[src/rtl/divmod_unit.sv]
// Iterative restoring divider producing quotient and remainder over a start/busy/done handshake.
// Define DIVMOD_SIGNED_EN to add the signed_op port and signed (truncating) division.
module divmod_unit #(
  parameter int WIDTH = 32,
  parameter int CNT_W = $clog2(WIDTH + 1)
) (
  input  logic             clk,
  input  logic             rst,
  input  logic             start,
  input  logic [WIDTH-1:0] dividend,
  input  logic [WIDTH-1:0] divisor,
`ifdef DIVMOD_SIGNED_EN
  input  logic             signed_op,
`endif
  output logic             busy,
  output logic             done,
  output logic [WIDTH-1:0] quotient,
  output logic [WIDTH-1:0] remainder,
  output logic             div_by_zero
);

  typedef enum logic [1:0] {IDLE, CALC, DONE} state_t;

  localparam logic [CNT_W-1:0] LAST_COUNT = CNT_W'(WIDTH - 1);

  state_t           state;
  logic [WIDTH-1:0] dividend_reg;
  logic [WIDTH-1:0] divisor_reg;
  logic [WIDTH-1:0] partial_rem;
  logic [CNT_W-1:0] count;
  logic             neg_quo;
  logic             neg_rem;

  logic             dividend_neg;
  logic             divisor_neg;
  logic [WIDTH-1:0] dividend_mag;
  logic [WIDTH-1:0] divisor_mag;
  logic [WIDTH:0]   shifted;
  logic [WIDTH:0]   diff;
  logic [WIDTH-1:0] next_rem;
  logic [WIDTH-1:0] next_quo;

`ifdef DIVMOD_SIGNED_EN
  assign dividend_neg = signed_op & dividend[WIDTH-1];
  assign divisor_neg  = signed_op & divisor[WIDTH-1];
`else
  assign dividend_neg = 1'b0;
  assign divisor_neg  = 1'b0;
`endif

  // The core always divides magnitudes; signs are reapplied when results are loaded.
  assign dividend_mag = dividend_neg ? -dividend : dividend;
  assign divisor_mag  = divisor_neg  ? -divisor  : divisor;

  // One extra bit keeps the borrow when the divisor has its MSB set.
  assign shifted  = {partial_rem, dividend_reg[WIDTH-1]};
  assign diff     = shifted - {1'b0, divisor_reg};
  assign next_rem = diff[WIDTH] ? shifted[WIDTH-1:0] : diff[WIDTH-1:0];
  assign next_quo = {dividend_reg[WIDTH-2:0], ~diff[WIDTH]};

  always_ff @(posedge clk) begin
    if (rst) begin
      state        <= IDLE;
      busy         <= 1'b0;
      done         <= 1'b0;
      quotient     <= '0;
      remainder    <= '0;
      div_by_zero  <= 1'b0;
      dividend_reg <= '0;
      divisor_reg  <= '0;
      partial_rem  <= '0;
      count        <= '0;
      neg_quo      <= 1'b0;
      neg_rem      <= 1'b0;
    end else begin
      case (state)
        IDLE: begin
          done <= 1'b0;
          if (start) begin
            dividend_reg <= dividend_mag;
            divisor_reg  <= divisor_mag;
            partial_rem  <= '0;
            count        <= '0;
            neg_quo      <= dividend_neg ^ divisor_neg;
            neg_rem      <= dividend_neg;
            busy         <= 1'b1;
            div_by_zero  <= 1'b0;
            // A zero divisor skips the iterations entirely and reports at once.
            if (divisor == '0) begin
              state       <= DONE;
              done        <= 1'b1;
              div_by_zero <= 1'b1;
              quotient    <= '1;
              remainder   <= dividend;
            end else begin
              state <= CALC;
            end
          end
        end
        CALC: begin
          partial_rem  <= next_rem;
          dividend_reg <= next_quo;
          count        <= count + CNT_W'(1);
          if (count == LAST_COUNT) begin
            state     <= DONE;
            done      <= 1'b1;
            quotient  <= neg_quo ? -next_quo : next_quo;
            remainder <= neg_rem ? -next_rem : next_rem;
          end
        end
        DONE: begin
          done  <= 1'b0;
          busy  <= 1'b0;
          state <= IDLE;
        end
        default: state <= IDLE;
      endcase
    end
  end

endmodule

[config.mk]
export PLATFORM = sky130hd
export DESIGN_NAME = divmod_unit
export DESIGN_NICKNAME = d
export VERILOG_FILES = /design/src/rtl/divmod_unit.sv
export SDC_FILE = /design/constraint.sdc
export NUM_CORES = 1
export LEC_CHECK = 0
export CORE_MARGIN = 2
export CORE_UTILIZATION = 57
export CTS_BUF_LIST = sky130_fd_sc_hd__clkbuf_4 sky130_fd_sc_hd__clkbuf_8
export CTS_CLUSTER_DIAMETER = 40
export DETAILED_ROUTE_END_ITERATION = 12
export PLACE_DENSITY = 0.89
export SKIP_CTS_REPAIR_TIMING = 1
export SYNTH_ARGS = -nofsm -noshare
export SYNTH_HDL_FRONTEND = slang
export SYNTH_SLANG_ARGS = --single-unit
[constraint.sdc]
create_clock -name clk -period 4.4 [get_ports clk]
set_clock_uncertainty 0.2 [all_clocks]
set_input_delay 1.32 -clock clk [delete_from_list [all_inputs] [get_ports clk]]
set_output_delay 1.32 -clock clk [all_outputs]
set_load 0.02 [all_outputs]
==> results.toml <==
[finish]
n_antenna_cell = 0
multi_input_comb_area_um2 = 5562
finalCoreUtilization = 0.6921
filler_cell_count_in_the_final_layout = 1304
nets = 1372
layout-area-overhead-vs-synth_pct = 19.89
drive_above_1_share = 0.09219
seqCellArea_um2 = 3423

[synth]
top_cells_by_area_in_the_synthesized_netlist = "sky130_fd_sc_hd__dfxtp_1 36%, sky130_fd_sc_hd__nand2_1 7.1%, sky130_fd_sc_hd__a21oi_1 6.8%"
cell_type_contributing_the_most_total_cell_area_after_synthesis = "sky130_fd_sc_hd__dfxtp_1"
mappedNetlistNets = 1286
netlist_area_um2 = 9505
syn_inst = 1181
ys.warnings.count = 0
synth-compound-area-share = 0.2793
ys_seq_area_frac = 0.3601
netlist-cell-type-count = 73
synthDominantCellAreaShare = 0.3601
post_synth.cell_area_avg_um2 = 8.049
synth-edff-count = 0
synth-main-ff-cell = "sky130_fd_sc_hd__dfxtp_1"
ys_ff_latch = 171
synth_area_in_simple_gates = 0.1936
main_combinational_cell_family_by_area_after_synthesis = "compound AO/OA/AOI/OAI gates"
synthArstFlopShare = 0
synthAdderAreaFrac = 0.05081
synth.mux.area_fraction = 0.03370
yosys.area_share.xor_xnor = 0.02396

[die]
dieArea_um2 = 17720
start_util = 0.5773
row_count = 47
core_um2 = 16470
die_w_um = 133.1
die_height_um = 133.1
boundaryPins = 134

[timing]
number_of_max_slew_violations_in_the_final_report = 0
worst_slack_setup_final_ps = 542.4
final-setup-viol-count = 0
max_freq_ghz = 0.2592
grt_setup_unrepaired = "false"
hold_violations = 0
finalSetupTns_ps = 0
timing_worst_slew_pin_value_ps = 963.8
maxSlewHeadroom = 0.3575
min_period_over_period = 0.8767
hold_ws_ps = 258.8
min_period_ps = 3858

[drt]
drc = 0
drt_pass1_iterations = 5
route.detailed.vias_per_inst = 6.104
count_of_antenna_violating_nets_left_after_detailed_routing = 0
postRouteWirelength_mm = 26.70
first_iter_violations = 818
routedWlPerCell_um = 17.80
dr_total_vias = 9156

[power_and_ir_drop]
p_leak_uw = 0.004333
vdd_ir_drop_max_uv = 263.9
powerDensity_nw_per_um2 = 363.6
total_power_uw = 4144

[place]
place_ws_ps = 35.78
routabilityCongestion = 0.9669
half_perimeter_wire_length_after_detailed_placement_mm = 18.75
number_of_i_o_port_buffers = 133

[status]
status = "finished clean"

[setup_path]
critPathKind = "in2reg"
startpoint_type = "primary input"
crit_path_max_fanout = 68
crit_required_ps = 4580
worstPathArrival_ps = 4040
critical_path.endpoint_type = "flop"

[clocking]
clk_root_buffer_cell = "sky130_fd_sc_hd__clkbuf_8"
cts.path.max_buffers = 2
worst_skew_pair_latency_ps = 480
htree_levels = 4
tritoncts = "done"
cts_inserted_buffers = 17
clk_slew_on_worst_s_h_paths_ps = 100
clock_sinks = 171

[run]
maxCapViolCount = 0

[global_route]
grt_ovf = 0
grt_usage = 0.3056
antenna_found_initial = 0
first_pass_grt_wire_length_mm = 43.90
largest_net_degree_at_the_start_of_global_routing = 78
first_global_vias = 8909

[min_path]
hp-class = "reg2reg"
[path summary, 6_finish.rpt]
| kind | startpoint | end | slack [ps] | cells after the start |
|---|---|---|---|---|
| setup reg to reg | dividend_reg[31] | remainder[26] | 600 | 13 |
| hold / removal | remainder[26] | remainder[26] | 260 | 2 |
| hold reg to reg | remainder[26] | remainder[26] | 260 | 2 |
| setup / recovery | divisor[31] | remainder[18] | 540 | 8 |
[metal layers]
metal | global-route usage | part of all wire
met1 | 0.3679 | 0.41
met2 | 0.5288 | 0.49
met3 | 0.05518 | 0.053
met4 | 0.1478 | 0.048
met5 | 0 | 0
[cells in the mapped netlist (4+ instances only)]
library cell	instances
sky130_fd_sc_hd__nand2_1	180
sky130_fd_sc_hd__dfxtp_1	171
sky130_fd_sc_hd__a21oi_1	129
sky130_fd_sc_hd__nor2_1	102
sky130_fd_sc_hd__o21ai_0	81
sky130_fd_sc_hd__clkbuf_1	65
sky130_fd_sc_hd__inv_1	42
sky130_fd_sc_hd__a211oi_1	39
sky130_fd_sc_hd__ha_1	37
sky130_fd_sc_hd__mux2i_1	32
sky130_fd_sc_hd__nand3_1	31
sky130_fd_sc_hd__o41ai_2	20
sky130_fd_sc_hd__and3_1	19
sky130_fd_sc_hd__xnor2_1	17
sky130_fd_sc_hd__a211oi_2	16
sky130_fd_sc_hd__o211ai_1	15
sky130_fd_sc_hd__a311oi_1	12
sky130_fd_sc_hd__a21o_1	11
sky130_fd_sc_hd__nand3b_1	10
sky130_fd_sc_hd__nor3_1	10
sky130_fd_sc_hd__nor4_1	9
sky130_fd_sc_hd__xor2_1	9
sky130_fd_sc_hd__buf_2	7
sky130_fd_sc_hd__o21a_1	7
sky130_fd_sc_hd__o21ai_1	7
sky130_fd_sc_hd__or3_1	7
sky130_fd_sc_hd__buf_6	6
sky130_fd_sc_hd__nand2b_1	6
sky130_fd_sc_hd__nor2b_1	6
sky130_fd_sc_hd__a31oi_1	5
sky130_fd_sc_hd__and3_4	5
sky130_fd_sc_hd__buf_1	5
sky130_fd_sc_hd__nand4_1	5
sky130_fd_sc_hd__o31ai_1	4
[cells in the final DEF, fill, tap and decap left out, types with 19 or more instances in the layout]
cell	synthesis	routed
sky130_fd_sc_hd__a211oi_1	39	39
sky130_fd_sc_hd__a21oi_1	129	129
sky130_fd_sc_hd__and3_1	19	19
sky130_fd_sc_hd__buf_4	2	19
sky130_fd_sc_hd__clkdlybuf4s50_1	0	132
sky130_fd_sc_hd__dfxtp_1	171	171
sky130_fd_sc_hd__ha_1	37	36
sky130_fd_sc_hd__inv_1	42	42
sky130_fd_sc_hd__mux2i_1	32	32
sky130_fd_sc_hd__nand2_1	180	180
sky130_fd_sc_hd__nand3_1	31	31
sky130_fd_sc_hd__nor2_1	102	102
sky130_fd_sc_hd__o21ai_0	81	81
sky130_fd_sc_hd__o41ai_2	20	20
[where the power goes]
part | switching [uW] | internal, uW
clock | 685 | 556
combinational | 718 | 441
sequential | 78.5 | 1660
[cell families (layout without fill, tap and decap cells)]
family                     Yosys count  after routing
muxes                               32             32
buffers and inverters              131            230
DFF                                171            171
xor gates and xnor gates            26             26
and+or+nand+nor                    405            405
AOI/OAI and AO/OA                  378            378
adders and majority gates           38             38
[worst max-delay path: stages]
cell                              delay (ps)
sky130_fd_sc_hd__clkdlybuf4s50_1         430
sky130_fd_sc_hd__nor4_1                  500
sky130_fd_sc_hd__nand4_1                 250
sky130_fd_sc_hd__or2_2                   400
sky130_fd_sc_hd__nor2_1                  310
sky130_fd_sc_hd__o21ai_4                 160
sky130_fd_sc_hd__buf_12                  270
sky130_fd_sc_hd__o41ai_2                 360
[stage by stage]
stage          instances  cell area [um^2]
6_report            1500             11400
2_1_floorplan       1181              9505
3_5_place_dp        1468             10950
5_1_grt             1500             11400
3_3_place_gp        1468             10950
4_1_cts             1500             11400
[cell type report]
| class | count | share of cell area |
|---|---|---|
| multi-input combinational | 879 | 0.4880 |
| sequential | 171 | 0.3004 |
| timing repair buffer | 154 | 0.1337 |
| tap | 220 | 0.02415 |
| clock buffer | 18 | 0.02174 |
| clock inverter | 14 | 0.01746 |
| inverter | 44 | 0.01449 |
(Power assumes the default switching activity.)
